File: config.mk
export PLATFORM = sky130hd
export DESIGN_NAME = crp16_mem_arbiter_flat
export DESIGN_NICKNAME = d
export VERILOG_FILES = /design/src/rtl/crp16_mem_arbiter_if.sv /design/src/rtl/crp16_mem_arbiter.sv /design/src/flat_wrapper.sv
export SDC_FILE = /design/constraint.sdc
export NUM_CORES = 1
export LEC_CHECK = 0
export BUFFER_PORTS_ARGS = -buffer_cell sky130_fd_sc_hd__buf_2
export CORE_MARGIN = 1
export CORE_UTILIZATION = 41
export DETAILED_ROUTE_END_ITERATION = 12
export GPL_TIMING_DRIVEN = 0
export PLACE_DENSITY = 0.69
export SYNTH_ARGS = -nofsm -noshare
export SYNTH_HDL_FRONTEND = slang
export SYNTH_SLANG_ARGS = --single-unit
File: constraint.sdc
create_clock -name clock -period 3.15 [get_ports clock]
set_clock_uncertainty 0.2 [all_clocks]
set_input_delay 0.1575 -clock clock [delete_from_list [all_inputs] [get_ports clock]]
set_output_delay 0.1575 -clock clock [all_outputs]
set_load 0.1 [all_outputs]
File: src/rtl/crp16_mem_arbiter_if.sv
// Port B bus of the CRP16 data RAM as seen by the arbiter: two requesters,
// shared load data, and the RAM pins themselves.
interface crp16_mem_arbiter_if;
  logic        cpu_req;
  logic        cpu_we;
  logic [15:0] cpu_addr;
  logic [15:0] cpu_wdata;
  logic        cpu_gnt;
  logic        cpu_rvalid;

  logic        dbg_req;
  logic        dbg_we;
  logic [15:0] dbg_addr;
  logic [15:0] dbg_wdata;
  logic        dbg_gnt;
  logic        dbg_rvalid;

  logic [15:0] rdata;

  logic [15:0] address_b;
  logic [15:0] data_b;
  logic        wren_b;
  logic [15:0] q_b;

  // master: the requesters plus the RAM model; slave: the arbiter
  modport master (
    output cpu_req, cpu_we, cpu_addr, cpu_wdata,
    output dbg_req, dbg_we, dbg_addr, dbg_wdata,
    output q_b,
    input  cpu_gnt, cpu_rvalid, dbg_gnt, dbg_rvalid, rdata,
    input  address_b, data_b, wren_b
  );

  modport slave (
    input  cpu_req, cpu_we, cpu_addr, cpu_wdata,
    input  dbg_req, dbg_we, dbg_addr, dbg_wdata,
    input  q_b,
    output cpu_gnt, cpu_rvalid, dbg_gnt, dbg_rvalid, rdata,
    output address_b, data_b, wren_b
  );
endinterface

File: src/rtl/crp16_mem_arbiter.sv
// Fixed-priority (cpu first) arbiter for RAM port B with a starvation
// override that guarantees the debug master a slot every STARVE_LIMIT+1 cycles.
module crp16_mem_arbiter #(
  parameter int STARVE_LIMIT = 4
) (
  input  logic clock,
  input  logic reset,
  crp16_mem_arbiter_if.slave bus
);
  localparam logic [7:0] LIMIT = 8'(STARVE_LIMIT);

  logic [7:0]  starve;
  logic        access_valid;
  logic        owner;
  logic        override;
  logic        cpu_gnt;
  logic        dbg_gnt;
  logic        wren_q;
  logic [15:0] address_q;
  logic [15:0] data_q;
  logic [15:0] rdata_q;
  logic        cpu_rvalid_q;
  logic        dbg_rvalid_q;

  always_comb begin
    override = (starve == LIMIT) && bus.dbg_req;
    cpu_gnt  = !reset && bus.cpu_req && !override;
    dbg_gnt  = !reset && bus.dbg_req && (override || !bus.cpu_req);
  end

  // wren_q doubles as the latched we: it is only ever high during an access cycle
  always_ff @(posedge clock or posedge reset) begin
    if (reset) begin
      starve       <= '0;
      access_valid <= 1'b0;
      owner        <= 1'b0;
      wren_q       <= 1'b0;
      address_q    <= '0;
      data_q       <= '0;
      rdata_q      <= '0;
      cpu_rvalid_q <= 1'b0;
      dbg_rvalid_q <= 1'b0;
    end else begin
      access_valid <= cpu_gnt || dbg_gnt;
      if (dbg_gnt) begin
        owner     <= 1'b1;
        wren_q    <= bus.dbg_we;
        address_q <= bus.dbg_addr;
        data_q    <= bus.dbg_wdata;
      end else if (cpu_gnt) begin
        owner     <= 1'b0;
        wren_q    <= bus.cpu_we;
        address_q <= bus.cpu_addr;
        data_q    <= bus.cpu_wdata;
      end else begin
        wren_q <= 1'b0;
      end

      if (access_valid && !wren_q) begin
        rdata_q      <= bus.q_b;
        cpu_rvalid_q <= !owner;
        dbg_rvalid_q <= owner;
      end else begin
        cpu_rvalid_q <= 1'b0;
        dbg_rvalid_q <= 1'b0;
      end

      if (dbg_gnt || !bus.dbg_req)
        starve <= '0;
      else if (starve != LIMIT)
        starve <= starve + 8'd1;
    end
  end

  assign bus.cpu_gnt    = cpu_gnt;
  assign bus.dbg_gnt    = dbg_gnt;
  assign bus.cpu_rvalid = cpu_rvalid_q;
  assign bus.dbg_rvalid = dbg_rvalid_q;
  assign bus.rdata      = rdata_q;
  assign bus.address_b  = address_q;
  assign bus.data_b     = data_q;
  assign bus.wren_b     = wren_q;
endmodule
File: src/flat_wrapper.sv
// flat-port wrapper written by rule: the top's interface ports become plain ports
module crp16_mem_arbiter_flat 
#(
  parameter int STARVE_LIMIT = 4
)
  (clock, reset, bus_cpu_req, bus_cpu_we, bus_cpu_addr, bus_cpu_wdata, bus_dbg_req, bus_dbg_we, bus_dbg_addr, bus_dbg_wdata, bus_q_b, bus_cpu_gnt, bus_cpu_rvalid, bus_dbg_gnt, bus_dbg_rvalid, bus_rdata, bus_address_b, bus_data_b, bus_wren_b);
  crp16_mem_arbiter_if bus_i ();
  input  logic clock;
  input  logic reset;
  input wire logic [$bits(bus_i.cpu_req)-1:0] bus_cpu_req;
  input wire logic [$bits(bus_i.cpu_we)-1:0] bus_cpu_we;
  input wire logic [$bits(bus_i.cpu_addr)-1:0] bus_cpu_addr;
  input wire logic [$bits(bus_i.cpu_wdata)-1:0] bus_cpu_wdata;
  input wire logic [$bits(bus_i.dbg_req)-1:0] bus_dbg_req;
  input wire logic [$bits(bus_i.dbg_we)-1:0] bus_dbg_we;
  input wire logic [$bits(bus_i.dbg_addr)-1:0] bus_dbg_addr;
  input wire logic [$bits(bus_i.dbg_wdata)-1:0] bus_dbg_wdata;
  input wire logic [$bits(bus_i.q_b)-1:0] bus_q_b;
  output wire logic [$bits(bus_i.cpu_gnt)-1:0] bus_cpu_gnt;
  output wire logic [$bits(bus_i.cpu_rvalid)-1:0] bus_cpu_rvalid;
  output wire logic [$bits(bus_i.dbg_gnt)-1:0] bus_dbg_gnt;
  output wire logic [$bits(bus_i.dbg_rvalid)-1:0] bus_dbg_rvalid;
  output wire logic [$bits(bus_i.rdata)-1:0] bus_rdata;
  output wire logic [$bits(bus_i.address_b)-1:0] bus_address_b;
  output wire logic [$bits(bus_i.data_b)-1:0] bus_data_b;
  output wire logic [$bits(bus_i.wren_b)-1:0] bus_wren_b;
  assign bus_i.cpu_req = bus_cpu_req;
  assign bus_i.cpu_we = bus_cpu_we;
  assign bus_i.cpu_addr = bus_cpu_addr;
  assign bus_i.cpu_wdata = bus_cpu_wdata;
  assign bus_i.dbg_req = bus_dbg_req;
  assign bus_i.dbg_we = bus_dbg_we;
  assign bus_i.dbg_addr = bus_dbg_addr;
  assign bus_i.dbg_wdata = bus_dbg_wdata;
  assign bus_i.q_b = bus_q_b;
  assign bus_cpu_gnt = bus_i.cpu_gnt;
  assign bus_cpu_rvalid = bus_i.cpu_rvalid;
  assign bus_dbg_gnt = bus_i.dbg_gnt;
  assign bus_dbg_rvalid = bus_i.dbg_rvalid;
  assign bus_rdata = bus_i.rdata;
  assign bus_address_b = bus_i.address_b;
  assign bus_data_b = bus_i.data_b;
  assign bus_wren_b = bus_i.wren_b;
  crp16_mem_arbiter #(.STARVE_LIMIT(STARVE_LIMIT)) u_core (.clock(clock), .reset(reset), .bus(bus_i));
endmodule
## After elaboration in Yosys (flattened, before gate mapping)

Cells that the tools add are included.

| word-level totals | value |
|---|---|
| register bits | 61 |
| input bits | 86 |
| output and inout bits | 53 |
| word-level logic and storage cells | 41 |

| operators by class | value |
|---|---|
| add/sub/neg operators | 1 |
| equal/unequal tests | 2 |
| muxes and demuxes | 12 |
| reductions and logical operators | 17 |

Operators with widths:

| kind | count |
|---|---|
| $mux W16 | 4 |
| $mux W8 | 2 |
| $add A8 B1 Y8 const B | 1 |
| $eq A8 B3 Y1 const B | 1 |
| $ne A8 B3 Y1 const B | 1 |
| $logic_and A1 B1 Y1 | 6 |
| $logic_not A1 Y1 | 6 |
| $mux W1 | 6 |
| $reduce_bool A2 Y1 | 2 |
| $logic_or A1 B1 Y1 | 3 |

## Logic depth before layout (Yosys ltp)

Gate-level depths: netlist (run 1).

| logic depth | value |
|---|---|
| word-level depth | 6 |
| gate-level depth with buffers | 7 |
| depth with buffers taken out | 6 |

## Worst setup path before layout (run 1)

No wires, ideal clock.

| timing path | value |
|---|---|
| path type | input port to output port |
| start | input port reset |
| end | output port bus_cpu_gnt |
| data arrival time | 3,628 ps |
| data required time | 2,792 ps |
| slack | -835 ps |
| stages | 5 |
| buffers on the path | 2 |
| path through | buf_4 inv_1 nand2_1 clkbuf_1 nor2b_1 |

| between the ends | value |
|---|---|
| word-level cells in the longest chain between the ends | 3 |

RTL lines:

| element | RTL line | text |
|---|---|---|
| from (decl) | flat_wrapper.sv:9 | `input logic reset;` |
| $logic_not A1 Y1 | crp16_mem_arbiter.sv:27 | `cpu_gnt = !reset && bus.cpu_req && !override;` |
| $logic_and A1 B1 Y1 (2 in series) | crp16_mem_arbiter.sv:27 |  |
| to (decl) | flat_wrapper.sv:19 | `output wire logic [$bits(bus_i.cpu_gnt)-1:0] bus_cpu_gnt;` |

Every way passes these cells.

## Worst setup path after layout (run 1)

| timing path | value |
|---|---|
| start | register u_core.starve[0] |
| end | output port bus_dbg_gnt |

| between the ends | value |
|---|---|
| word-level cells in the longest chain between the ends | 4 |

RTL lines:

| element | RTL line | text |
|---|---|---|
| from (decl) | crp16_mem_arbiter.sv:12 | `logic [7:0] starve;` |
| from (signal assigned) | crp16_mem_arbiter.sv:71 | `starve <= starve + 8'd1;` |
| $eq A8 B3 Y1 | crp16_mem_arbiter.sv:26 | `override = (starve == LIMIT) && bus.dbg_req;` |
| $logic_and A1 B1 Y1 | crp16_mem_arbiter.sv:26 |  |
| $logic_or A1 B1 Y1 | crp16_mem_arbiter.sv:28 | `dbg_gnt = !reset && bus.dbg_req && (override \|\| !bus.cpu_req);` |
| $logic_and A1 B1 Y1 | crp16_mem_arbiter.sv:28 |  |
| to (decl) | flat_wrapper.sv:21 | `output wire logic [$bits(bus_i.dbg_gnt)-1:0] bus_dbg_gnt;` |

Every way passes these cells.

==> results.rst, run 1 <==
.. list-table::
   :header-rows: 1

   * - Metric
     - Value
   * - Number of nets produced by synthesis
     - 450
   * - RSZ-0062 raised after global routing
     - no
   * - List of most frequent post-synthesis cells
     - 61 x dfrtp_1, 38 x nor2_1, 34 x nor3_1
   * - Share of the clock period used by the worst path
     - 0.8676
   * - Maximum VDD drop
     - roughly 0.29 mV
   * - Residual DRC count
     - 0
   * - Setup-failing EPs final
     - 0
   * - Overall routing resource usage
     - 0.2794
   * - Number of enable flip-flop cells after synthesis
     - 0
   * - TritonCTS Buffers
     - 9
   * - Maximum number of pins on one net before global-route repair
     - 33
   * - Share of the yosys chip area belonging to registers
     - 0.4232
   * - Vert. Die Dim
     - between 90 and 100 um
   * - Share of synthesized registers carrying an async set or reset
     - 1.000
   * - Distinct cell type count of the synthesized netlist
     - 37
   * - Final net count
     - approximately 680
   * - Count of hold buffers inserted by post-cts repair
     - 84
   * - Max-cap viol count
     - 0
   * - Vias in the first global route
     - approximately 4000
   * - Tightest Pin Transition
     - approximately 0.62 ns
   * - Post-synth design cell area
     - 0.003607 sq mm
   * - Final design utilization
     - 0.6555
   * - Horizontal die dimension
     - 95.80 um
   * - Total count of hold-check failures in the final report
     - 0
   * - Overflow left after global routing
     - 0
   * - Min cycle time layout
     - about 2.7 ns
   * - Buffers on Ports
     - between 100 and 150
   * - Number of H-tree levels
     - 3
   * - Count of buffer and inverter cells on the critical path
     - 3
   * - Standard cell core area
     - between 0.008 and 0.009 sq mm
   * - DP Wirelength
     - 7.567 mm
   * - Fillers
     - 703
   * - Sort of element at the end of the critical path
     - output port
   * - Number of antenna violations at the first check in global routing
     - 0
   * - Clock network latency to the later pin of the worst-skew pair
     - 0.35 ns
   * - Crit-path slowest cell
     - buf_2
   * - Maximum fanout encountered on the critical timing path
     - 10
   * - Worst slew margin relative to its limit
     - 0.5891
   * - Most frequently used cell type in the post-synthesis netlist
     - dfrtp_1
   * - Most common flop cell mapped by yosys
     - dfrtp_1
   * - Power Density
     - about 560 mW/mm^2
   * - Biggest area consumer among synthesized cells
     - dfrtp_1
   * - Count of standard-cell rows
     - 33
   * - Post-layout power
     - approximately 0.0031 W
   * - Diode insertion count for antenna repair
     - 0
   * - Leakage
     - about 2.3 nW
   * - Kind of start point of the critical path
     - register
   * - Initial standard-cell utilization of the core
     - 0.4304
   * - Final hold slack
     - between 0.02 and 0.03 ns
   * - Number of buffers on the longest clock path
     - 2
   * - Routed vias
     - just under 4000
   * - Clock tree from TritonCTS
     - yes
   * - Post-detailed-route count of antenna-violating nets
     - 0
   * - Avg Synthesized Cell Area
     - 9.965 sq um
   * - Total I/O pin count
     - roughly 140
   * - Cell-by-cell listing of the critical path
     - inv_1 -> ha_1 -> nor4b_2 -> nand2_1 -> buf_6 -> a21oi_1 -> buf_2
   * - Area of the die
     - roughly 0.0092 sq mm
   * - Register bit count reported by yosys
     - around 60
   * - Class of the worst hold path
     - input pin to register
   * - Total length of routed wires
     - 12.18 mm
   * - Setup fix buffers added after clock tree synthesis
     - 0
   * - Post_cts resized
     - 0
   * - Final count of pins violating max slew
     - 0
   * - Synth top area cells
     - dfrtp_1 42%, o32a_1 8.9%, a211oi_2 6.9%, nand2b_1 5.5%, mux2_2 5.0%
   * - Synth-to-Final Area Change
     - 52.31%
   * - Mean routed wirelength per cell
     - 17.30 um
   * - Detail-routed via count per cell
     - around 5.5
   * - Area of placed instances
     - 0.004446 sq mm
   * - Routability Congestion
     - 0.7990
   * - Total number of yosys warnings
     - 0
   * - Clock edge transition at the registers on the reported setup and hold paths
     - around 0.07 ns
   * - Data required time at the worst endpoint
     - roughly 2.8 ns
   * - Data arrival time at the worst-slack endpoint
     - approximately 2.4 ns
   * - Number of clock sinks seen by CTS
     - 61
   * - Buffer cell driving the clock tree root
     - clkbuf_8
   * - First-pass GRT wire length
     - slightly below 20 mm
   * - Final non-filler cell total
     - a little over 700
   * - DRT iter0 DRCs
     - around 260
   * - Iteration count of the initial detailed-routing pass
     - 5
   * - Maximum clock rate
     - roughly 370 MHz
   * - Status
     - complete, no violations
   * - Internal reg-to-reg setup slack
     - 0.44 ns
   * - Post-synthesis instance total
     - between 300 and 400
   * - Delay of the slowest cell on the worst path
     - about 0.47 ns
   * - Share of layout cells above drive strength 1
     - 0.3723
   * - Share of Yosys cell area claimed by the top area cell type
     - 0.4232
   * - Post-placement cell count
     - ~600
   * - Critical Setup Path Class
     - register to output port
   * - Layout Cell Area excl Fill
     - roughly 0.0055 sq mm
   * - Cell family with the largest share of critical-path delay
     - buffers and inverters
==> routing by layer <==
| layer | up-vias | GRT usage | wire length (um) |
|---|---|---|---|
| met5 | - | 0 | 0 |
| met4 | 0 | 0.1418 | 327 |
| met3 | 24 | 0.04344 | 725 |
| met2 | 152 | 0.4685 | 5973 |
| met1 | 1907 | 0.3491 | 5155 |
| li1 | 1811 | - | - |
==> tightest hold or removal path, cell delays in order <==
cell and delay, ns:
buf_2 0.12, buf_6 0.14, and2_1 0.12
==> cells in the final DEF (no fill, tap or decap), types with 3 or more instances in the layout <==
master,count
o21ai_0,22
mux2_2,16
nand2b_1,32
clkbuf_8,9
buf_6,8
a211oi_2,20
dfrtp_1,61
nor2_1,38
xor2_1,4
nor3_1,34
buf_4,6
clkbuf_1,13
nand2_1,6
and3_1,3
nand3_1,7
o32a_1,32
a211oi_1,12
buf_2,145
dlygate4sd3_1,83
a21oi_1,4
o21ai_1,10
==> worst paths after layout <==
check / cells after the start / start / to
setup / recovery: 7 / u_core.starve[0]$_DFFE_PP0P_ / bus_dbg_gnt
hold / removal: 3 / bus_dbg_req / u_core.starve[0]$_DFFE_PP0P_
setup reg to reg: 8 / u_core.starve[0]$_DFFE_PP0P_ / u_core.bus.data_b[8]$_DFFE_PP0P_
hold reg to reg: 1 / u_core.owner$_DFFE_PP0P_ / u_core.bus.cpu_rvalid$_DFF_PP0_
max in group asynchronous: 4 / reset / u_core.bus.address_b[10]$_DFFE_PP0P_
min in group asynchronous: 4 / reset / u_core.starve[3]$_DFFE_PP0P_
==> layout make-up <==
type / count / area, sq um / share of cell area
timing repair buffer: 221 / 1551 / 0.2824
clock buffer: 9 / 123.9 / 0.02255
tap: 105 / 131.4 / 0.02391
clock inverter: 7 / 73.82 / 0.01344
multi-input combinational: 262 / 1843 / 0.3355
buffer: 36 / 229.0 / 0.04168
sequential: 61 / 1526 / 0.2778
inverter: 3 / 15.01 / 0.002733
==> kinds of logic (layout without fill, tap and decap cells) <==
logic type	after synthesis	after routing	synth area share
simple gates	133	133	0.1939
compound gates	107	107	0.2497
flops	61	61	0.4232
buf+inv	39	276	0.06660
mux	16	16	0.04995
xor+xnor	4	4	0.009711
fa+ha+maj	2	2	0.006936
==> sequential cells by signal, indices dropped and copies added (netlist names) <==
register               flops
u_core.access_valid        1
u_core.bus.data_b         16
u_core.bus.wren_b          1
u_core.bus.cpu_rvalid      1
u_core.bus.rdata          16
u_core.owner               1
u_core.bus.dbg_rvalid      1
u_core.starve              8
u_core.bus.address_b      16
==> power by group <==
part           internal, W  total, W  switching (W)
sequential        0.000887  0.000945      0.0000579
clock             0.000369  0.000722       0.000352
combinational     0.000382   0.00142        0.00104
total              0.00164   0.00308        0.00145
==> per-stage QoR <==
step	worst slack, ns	TNS [ns]
detailed placement	0.2758	0
CTS	0.3930	0
global route	0.1886	0
global placement	-0.4178	-5.530
finish	0.4169	0
floorplan	0.1109	0
(Power assumes the default switching activity.)
==> inputs of run 2 (changes only) <==
--- a/config.mk
+++ b/config.mk
@@ -7,10 +7,11 @@
 export LEC_CHECK = 0
 export BUFFER_PORTS_ARGS = -buffer_cell sky130_fd_sc_hd__buf_2
 export CORE_MARGIN = 1
-export CORE_UTILIZATION = 41
+export CORE_UTILIZATION = 49
 export DETAILED_ROUTE_END_ITERATION = 12
 export GPL_TIMING_DRIVEN = 0
-export PLACE_DENSITY = 0.69
+export PLACE_DENSITY = 0.8
+export SKIP_LAST_GASP = 1
 export SYNTH_ARGS = -nofsm -noshare
 export SYNTH_HDL_FRONTEND = slang
 export SYNTH_SLANG_ARGS = --single-unit
==> run 2 against run 1 <==
Die area decreased by 16%; final area decreased by 0.48%; critical endpoint is now u_core.bus.address_b[7]$_DFFE_PP0P_; critical path type is now input pin to register; sequential share of layout area increased by 0.13 points.
==> results.rst, run 2 (synthesis gave the netlist of run 1 again) <==
.. list-table::
   :header-rows: 1

   * - Metric
     - Value
   * - Vert. Die Dim
     - just under 90 um
   * - Overflow left after global routing
     - 0
   * - Fillers
     - about 440
   * - Total count of hold-check failures in the final report
     - 0
   * - Area of the die
     - between 0.007 and 0.008 sq mm
   * - Combinational Power Share
     - 0.447
   * - DRT iter0 DRCs
     - approximately 240
   * - Data arrival time at the worst-slack endpoint
     - a little under 3 ns
   * - Standard cell core area
     - a little under 0.007 sq mm
   * - Synth-to-Final Area Change
     - 51.58%
   * - Number of buffers on the longest clock path
     - 2
   * - Number of antenna violations at the first check in global routing
     - 0
   * - Kind of start point of the critical path
     - input pin
   * - Critical Setup Path Class
     - input pin to register
   * - Power share of the clock group
     - 0.253
   * - Layout Cell Area excl Fill
     - roughly 0.0055 sq mm
   * - Final count of pins violating max slew
     - 0
   * - Setup fix buffers added after clock tree synthesis
     - 0
   * - Post-detailed-route count of antenna-violating nets
     - 0
   * - Final non-filler cell total
     - slightly below 700
   * - DP Wirelength
     - 7.637 mm
   * - Clock network latency to the later pin of the worst-skew pair
     - 0.34 ns
   * - Tightest Pin Transition
     - slightly above 1 ns
   * - Share of layout cells above drive strength 1
     - 0.3725
   * - Vias in the first global route
     - 4181
   * - Overall routing resource usage
     - 0.3402
   * - Leakage
     - roughly 2.3 nW
   * - Clock tree from TritonCTS
     - yes
   * - Post-layout power
     - roughly 0.0032 W
   * - TritonCTS Buffers
     - 9
   * - First-pass GRT wire length
     - between 15 and 20 mm
   * - Buffer cell driving the clock tree root
     - clkbuf_8
   * - Buffers on Ports
     - roughly 140
   * - Count of standard-cell rows
     - 30
   * - Area of placed instances
     - 0.004434 sq mm
   * - Clock edge transition at the registers on the reported setup and hold paths
     - approximately 0.080 ns
   * - Max-cap viol count
     - 0
   * - Sw Ratio
     - 0.4586
   * - Most frequent cells in the layout
     - 145 x buf_2, 81 x dlygate4sd3_1, 61 x dfrtp_1
   * - Portion of total power attributed to sequential cells
     - 0.300
   * - Switching power
     - ~0.0014 W
   * - Final net count
     - just under 700
   * - Routed vias
     - ~4000
   * - Post-placement cell count
     - just under 600
   * - Min cycle time layout
     - roughly 2.8 ns
   * - Maximum VDD drop
     - around 0.35 mV
   * - Number of clock sinks seen by CTS
     - a little over 60
   * - Maximum number of pins on one net before global-route repair
     - 43
   * - Internal power component
     - between 0.0015 and 0.002 W
   * - Maximum fanout encountered on the critical timing path
     - 42
   * - Leading cell type in the layout, fill and taps excluded
     - buf_2
   * - Detail-routed via count per cell
     - approximately 5.8
   * - Status
     - complete, no violations
   * - Setup-failing EPs final
     - 0
   * - Residual DRC count
     - 0
   * - Initial standard-cell utilization of the core
     - 0.5195
   * - Maximum clock rate
     - between 300 and 400 MHz
   * - Final design utilization
     - 0.7874
   * - Sort of element at the end of the critical path
     - register
   * - Routability Congestion
     - 0.8993
   * - Power Density
     - between 500 and 600 mW/mm^2
   * - Mean routed wirelength per cell
     - approximately 18 um
   * - Diode insertion count for antenna repair
     - 0
   * - Data required time at the worst endpoint
     - 3.23 ns
   * - Total length of routed wires
     - 12.43 mm
   * - RSZ-0062 raised after global routing
     - no
   * - Share of the clock period used by the worst path
     - 0.8921
   * - Worst slew margin relative to its limit
     - 0.3116
   * - Final hold slack
     - between 0.01 and 0.015 ns
   * - Horizontal die dimension
     - 87.80 um
   * - Number of H-tree levels
     - 3
   * - Total I/O pin count
     - 139
   * - Iteration count of the initial detailed-routing pass
     - 5
   * - Class of the worst hold path
     - input pin to register
## run 2: cell count changes in the layout (fill, tap and decap cells not counted)
cell and delta:
clkinv_2 -1, buf_12 -1, bufinv_16 +1, clkinv_4 +1
dlygate4sd3_1 -2, inv_6 -1
## run 2: layout make-up
class | instances | area (sq um) | area share
plain buffers | 36 | 229.0 | 0.04188
clock buffers | 9 | 123.9 | 0.02265
clock inverters | 7 | 98.84 | 0.01808
inverters | 3 | 15.01 | 0.002746
multi-input cells | 262 | 1843 | 0.3371
flip-flops and latches | 61 | 1526 | 0.2792
well taps | 96 | 120.1 | 0.02197
repair buffers | 218 | 1511 | 0.2764
## run 2: worst max-delay path, cell delays in order
cell,delay (ns)
dlygate4sd3_1,0.52
buf_4,0.18
clkinvlp_4,0.12
buf_12,0.20
nand2_1,0.24
clkbuf_1,0.50
nor2_1,0.12
a211oi_2,0.24
dlygate4sd3_1,0.57
## run 2: path summary, 6_finish.rpt
kind / startpoint / to / slack (ns) / cells past startpoint
hold / removal: bus_dbg_wdata[9] / u_core.bus.data_b[9]$_DFFE_PP0P_ / 0.01 / 3
hold reg to reg: u_core.owner$_DFFE_PP0P_ / u_core.bus.cpu_rvalid$_DFF_PP0_ / 0.26 / 1
max in group asynchronous: reset / u_core.bus.address_b[9]$_DFFE_PP0P_ / 1.06 / 4
min in group asynchronous: reset / u_core.bus.cpu_rvalid$_DFF_PP0_ / 0.29 / 4
setup / recovery: reset / u_core.bus.address_b[7]$_DFFE_PP0P_ / 0.34 / 9
setup reg to reg: u_core.starve[0]$_DFFE_PP0P_ / u_core.bus.data_b[6]$_DFFE_PP0P_ / 0.43 / 8
## run 2: power by group through the flow
stage	clock (W)	combinational, W	sequential, W
after floorplan	0	0.000281	0.00168
after global placement	0	0.00124	0.000950
after detailed placement	0	0.00126	0.000955
after CTS	0.000803	0.00139	0.000940
after global routing	0.000835	0.00147	0.000956
final	0.000800	0.00141	0.000946
## run 2: what timing repair did
| item | CTS | global route |
|---|---|---|
| hold endpoints to repair | 71 | 0 |
| hold buffers | 81 | 0 |
| gates resized for setup | 0 | 0 |
## run 2: layer usage
| layer | wire [um] | GRT usage | share of wire |
|---|---|---|---|
| met3 | 762 | 0.05844 | 0.061 |
| met4 | 529 | 0.2161 | 0.043 |
| met1 | 4829 | 0.3881 | 0.39 |
| met5 | 0 | 0 | 0 |
| met2 | 6307 | 0.5906 | 0.51 |
## run 2: through the flow
stage / setup TNS (ns) / setup WS, ns
floorplan: 0 / 0.1109
global placement: -2.599 / -0.2852
detailed placement: 0 / 0.4263
CTS: 0 / 0.3974
global route: 0 / 0.1525
finish: 0 / 0.3400
